$ cat src/rtl/spi_reg_bank.sv
// SPI mode-0 target owning the five pwm_peripheral configuration registers.
// Optional register readback over cipo is enabled by defining SPI_READBACK_EN.
module spi_reg_bank #(
  parameter int unsigned SYNC_STAGES = 2,
  parameter int unsigned MAX_ADDR    = 4
) (
  input  logic       clk,
  input  logic       rst,
  input  logic       sclk,
  input  logic       copi,
  input  logic       ncs,
  output logic       cipo,
  output logic [7:0] en_reg_out_7_0,
  output logic [7:0] en_reg_out_15_8,
  output logic [7:0] en_reg_pwm_7_0,
  output logic [7:0] en_reg_pwm_15_8,
  output logic [7:0] pwm_duty_cycle
);

  localparam logic [6:0] MaxAddr = 7'(MAX_ADDR);
  localparam logic [4:0] CntFull = 5'd16;
  localparam logic [4:0] CntOvf  = 5'd17;

  typedef enum logic [1:0] {StIdle, StShift, StCommit} state_e;

  // Each chain is SYNC_STAGES synchronisers plus one edge-detect flop on top.
  logic [SYNC_STAGES:0] sclk_q, copi_q, ncs_q;

  always_ff @(posedge clk) begin
    if (rst) begin
      sclk_q <= '0;
      copi_q <= '0;
      ncs_q  <= '0;
    end else begin
      sclk_q <= {sclk_q[SYNC_STAGES-1:0], sclk};
      copi_q <= {copi_q[SYNC_STAGES-1:0], copi};
      ncs_q  <= {ncs_q[SYNC_STAGES-1:0], ncs};
    end
  end

  logic sclk_rise, ncs_rise, ncs_fall, ncs_lvl, copi_lvl;
  assign sclk_rise = sclk_q[SYNC_STAGES-1] & ~sclk_q[SYNC_STAGES];
  assign ncs_rise  = ncs_q[SYNC_STAGES-1] & ~ncs_q[SYNC_STAGES];
  assign ncs_fall  = ~ncs_q[SYNC_STAGES-1] & ncs_q[SYNC_STAGES];
  assign ncs_lvl   = ncs_q[SYNC_STAGES-1];
  // copi is held across the whole sclk low phase, so the older copy is stable at the rise.
  assign copi_lvl  = copi_q[SYNC_STAGES];

  state_e      state_q;
  logic [4:0]  cnt_q;
  logic [15:0] shift_q;
  logic        pending_q;
  logic [7:0]  regs_q [5];

  logic       rw;
  logic [6:0] addr;
  logic [7:0] data;
  logic       frame_ok;
  assign rw       = shift_q[15];
  assign addr     = shift_q[14:8];
  assign data     = shift_q[7:0];
  assign frame_ok = (cnt_q == CntFull) && rw && (addr <= MaxAddr);

  always_ff @(posedge clk) begin
    if (rst) begin
      state_q   <= StIdle;
      cnt_q     <= '0;
      shift_q   <= '0;
      pending_q <= 1'b0;
      for (int i = 0; i < 5; i++) regs_q[i] <= 8'h00;
    end else begin
      unique case (state_q)
        StIdle: begin
          if (ncs_fall || pending_q) begin
            state_q   <= StShift;
            cnt_q     <= '0;
            shift_q   <= '0;
            pending_q <= 1'b0;
          end
        end
        StShift: begin
          if (ncs_rise) begin
            state_q <= frame_ok ? StCommit : StIdle;
          end else if (sclk_rise && !ncs_lvl) begin
            shift_q <= {shift_q[14:0], copi_lvl};
            if (cnt_q != CntOvf) cnt_q <= cnt_q + 5'd1;
          end
        end
        StCommit: begin
          case (addr)
            7'd0:    regs_q[0] <= data;
            7'd1:    regs_q[1] <= data;
            7'd2:    regs_q[2] <= data;
            7'd3:    regs_q[3] <= data;
            7'd4:    regs_q[4] <= data;
            default: ;
          endcase
          // A new frame starting during the commit cycle is picked up by IDLE next cycle.
          pending_q <= ncs_fall;
          state_q   <= StIdle;
        end
        default: state_q <= StIdle;
      endcase
    end
  end

  assign en_reg_out_7_0  = regs_q[0];
  assign en_reg_out_15_8 = regs_q[1];
  assign en_reg_pwm_7_0  = regs_q[2];
  assign en_reg_pwm_15_8 = regs_q[3];
  assign pwm_duty_cycle  = regs_q[4];

`ifdef SPI_READBACK_EN
  logic       sclk_fall;
  logic [7:0] out_shift_q;
  logic       rd_rw;
  logic [6:0] rd_addr;
  logic [7:0] rd_data;

  assign sclk_fall = ~sclk_q[SYNC_STAGES-1] & sclk_q[SYNC_STAGES];
  // Header byte as it will stand once the 8th bit is shifted in.
  assign rd_rw     = shift_q[6];
  assign rd_addr   = {shift_q[5:0], copi_lvl};

  always_comb begin
    rd_data = 8'h00;
    if (!rd_rw && (rd_addr <= MaxAddr)) begin
      case (rd_addr)
        7'd0:    rd_data = regs_q[0];
        7'd1:    rd_data = regs_q[1];
        7'd2:    rd_data = regs_q[2];
        7'd3:    rd_data = regs_q[3];
        7'd4:    rd_data = regs_q[4];
        default: rd_data = 8'h00;
      endcase
    end
  end

  always_ff @(posedge clk) begin
    if (rst) begin
      out_shift_q <= 8'h00;
    end else if (ncs_rise) begin
      out_shift_q <= 8'h00;
    end else if (state_q == StShift && !ncs_lvl) begin
      if (sclk_rise && cnt_q == 5'd7) begin
        out_shift_q <= rd_data;
      end else if (sclk_fall && cnt_q >= 5'd9) begin
        out_shift_q <= {out_shift_q[6:0], 1'b0};
      end
    end
  end

  assign cipo = out_shift_q[7];
`else
  assign cipo = 1'b0;
`endif

endmodule
$ cat config.mk
export PLATFORM = sky130hd
export DESIGN_NAME = spi_reg_bank
export DESIGN_NICKNAME = d
export VERILOG_FILES = /design/src/rtl/spi_reg_bank.sv
export SDC_FILE = /design/constraint.sdc
export NUM_CORES = 1
export LEC_CHECK = 0
export ABC_AREA = 1
export CAP_MARGIN = 40
export CORE_MARGIN = 3
export CORE_UTILIZATION = 61
export CTS_CLUSTER_DIAMETER = 120
export DETAILED_ROUTE_END_ITERATION = 12
export DONT_BUFFER_PORTS = 1
export PLACE_DENSITY = 0.77
export SYNTH_ARGS = -nofsm -noshare
export SYNTH_HDL_FRONTEND = slang
export SYNTH_SLANG_ARGS = --single-unit
$ cat constraint.sdc
create_clock -name clk -period 2.2 [get_ports clk]
set_input_delay 0.55 -clock clk [delete_from_list [all_inputs] [get_ports clk]]
set_output_delay 0.55 -clock clk [all_outputs]
set_load 0.02 [all_outputs]
==> impl_metrics.yaml <==
finish:
  layout.cells.non_filler: 324
  fill_cells: 312
  area_growth_pct: 8.09
  seq_area_sq_mm: 0.00186
  multi_input_area_sq_um: 684
  final_area_sq_mm: 0.00296
  nets: 277
  drive_above_1_share: 0.0949
  num_antenna_cells: 0
sta:
  fin_crit_sh: 0.687
  hold_violations: 0
  maxSlewViolCount: 0
  finalSetupViolations: 0
  skew_ns: 0.00484
  setup-tns-final_ns: 0
  timing.fmax_mhz: 662
  period_needed_ns: 1.51
  rsz0062_at_grt: "no"
global_route:
  grt_use_met2: 0.303
  grt_max_degree: 19
  met1_usage: 0.206
  busiest_layer: "met2"
  antenna_found_initial: 0
  grt_first_pass_wirelength_um: 7220
  grt_pass1_vias: 1566
  use_met3: 0.0661
  grt_usage: 0.184
  grt-ovfl-total: 0
placement:
  place_hpwl_um: 2970
  portBuffers: 0
  placed_cell_area_sq_mm: 0.00278
  place_inst: 308
  gp_congestion: 0.796
worst_setup_path:
  cp_num_buf_inv: 1
  critPathArrivalTime_ns: 1.64
  reg2reg_slack_ns: 0.69
  required_ns: 2.33
  cp_slowest_cell: "dfxtp_1"
  start_kind: "flop"
  criticalPathCategory: "reg2reg"
  cp_common_cell: "nor2_1"
  worst-path-max-fanout: 8
  worstPathCellList: "nor2_1 > inv_1 > a21oi_1 > nand2_1 > nor2_1"
  cpPeakStageDelay_ns: 0.36
  critPathTopFamily: "simple AND/OR/NAND/NOR gates"
  end_kind: "flop"
routing:
  drtIter0Drc: 133
  drc_errors: 0
  via_count: 1692
  via_per_inst: 5.22
  dr.pass1.iters: 4
  drt_wl_total_um: 4230
  wire_per_inst_um: 13.1
  drtAntennaViolNets: 0
job:
  cap_violations: 0
cts:
  cts_setup_buffers: 0
  htreeDepth: 3
  root_buffer: "clkbuf_8"
  ctsHoldBuffers: 0
  clk_latency_ns: 0.34
  cts_tree: "yes"
  numCtsBuffers: 9
  clk_path_buf_depth: 2
  clock_sinks: 73
  clk_pin_slew_ns: 0.07
  cts_resized: 0
floorplanning:
  coreArea_sq_mm: 0.00417
  start_util: 0.656
  dieArea_sq_mm: 0.00533
  chipHeight_um: 73.0
  ios: 46
  core.rowCount: 23
  fp.dieW_um: 73.0
hold_path:
  hold_path_class: "in2reg"
synth:
  synth_xor_area_frac: 0.00320
  synthSimpleGateAreaFrac: 0.154
  synth_area_per_cell_sq_um: 10.5
  synthTopCellsByArea: "edfxtp_1, dfxtp_1, nor2_1"
  synthArstFlopShare: 0
  yosysSeqAreaShare: 0.680
  ys_types: 26
  netlist_area_sq_mm: 0.00274
  synth_compound_area_frac: 0.0777
  syn-num-nets: 269
  yosys_warnings: 0
  synth_top_area_frac: 0.439
  synth_top_family_by_area: "simple AND/OR/NAND/NOR gates"
  ys.flop_type: "edfxtp_1"
  syn_inst: 261
  synthMuxAreaShare: 0
  synth-seq-cells: 73
  synthAdderAreaFrac: 0.0137
  synth_edf_count: 40
  synth_top_area_cell: "edfxtp_1"
run_status:
  status: "finished, final reports clean"
power:
  p_per_area_mw_per_mm2: 939
  p_total_uw: 2780
  peakVddDrop_mv: 0.536
  p_leak_uw: 0.00119
cell type report:
| type | count | area share |
|---|---|---|
| tap | 50 | 0.0212 |
| timing repair buffer | 4 | 0.0102 |
| sequential | 73 | 0.629 |
| multi-input combinational | 145 | 0.231 |
| clock inverter | 5 | 0.0102 |
| clock buffer | 11 | 0.0512 |
| inverter | 36 | 0.0465 |
cells in the mapped netlist (2+ instances only):
| cell type | number |
|---|---|
| nand4_1 | 3 |
| ha_1 | 3 |
| nor3_1 | 3 |
| a21oi_1 | 18 |
| nor2_1 | 55 |
| o21ai_1 | 4 |
| o21ai_0 | 17 |
| dfxtp_1 | 33 |
| inv_1 | 33 |
| nand3_1 | 6 |
| nand2_1 | 27 |
| edfxtp_1 | 40 |
| buf_6 | 3 |
| o21ai_2 | 2 |
| clkbuf_1 | 3 |
layout by cell type, fill, tap and decap left out:
master / synthesis / final
inv_1: 33 / 33
nor2_2: 1 / 1
clkinv_2: 0 / 2
conb_1: 1 / 1
o21ai_2: 2 / 2
clkbuf_8: 0 / 11
buf_4: 1 / 4
nor4_1: 1 / 1
nand2_1: 27 / 27
nor3_1: 3 / 3
nor2_1: 55 / 55
o21ai_1: 4 / 4
nand2_4: 1 / 1
clkinv_1: 1 / 2
o21ai_0: 17 / 17
ha_1: 3 / 3
xor2_1: 1 / 1
edfxtp_1: 40 / 40
clkinv_4: 0 / 1
clkinvlp_4: 0 / 1
and3_1: 1 / 1
nand3_1: 6 / 6
inv_2: 1 / 1
dfxtp_1: 33 / 33
a21oi_1: 18 / 18
nand3b_4: 1 / 1
nand4_1: 3 / 3
inv_4: 1 / 1
registers in the layout, indices dropped and copies added, names as in the netlist:
signal     count
cnt_q          5
copi_q         3
ncs_q          3
pending_q      1
regs_q        40
sclk_q         3
shift_q       16
state_q        2
worst paths after layout:
| kind | endpoint | from | cells after the start |
|---|---|---|---|
| worst max-delay path | regs_q[0][8] | shift_q[8] | 5 |
| worst min-delay path | copi_q[1] | rst | 1 |
| worst max register to register | regs_q[0][8] | shift_q[8] | 5 |
| worst min register to register | copi_q[1] | copi_q[0] | 2 |
metrics by stage:
step                hold slack [ns]  worst slack, ns  utilization
floorplan                     0.388            0.338            -
global placement              0.389            0.622        0.665
detailed placement            0.395            0.607        0.665
CTS                           0.256            0.680        0.709
global route                  0.252            0.497        0.709
finish                        0.276            0.690        0.709
per-layer routing:
layer  vias up  routed length (um)
met5         -                   0
met4         0                  72
met3         6                 256
met1       769                1880
met2        50                2030
li1        867                   -
cells by family after synthesis:
family          count (synthesis)
other cells                     1
compound gates                 41
simple gates                   99
buf+inv                        43
flops                          73
fa+ha+maj                       3
xor+xnor                        1
power by group:
part | switching [uW] | internal (uW)
clock network | 449 | 464
logic | 175 | 83.7
registers | 87.5 | 1520
Note: power is estimated with default switching activity, not from simulation.
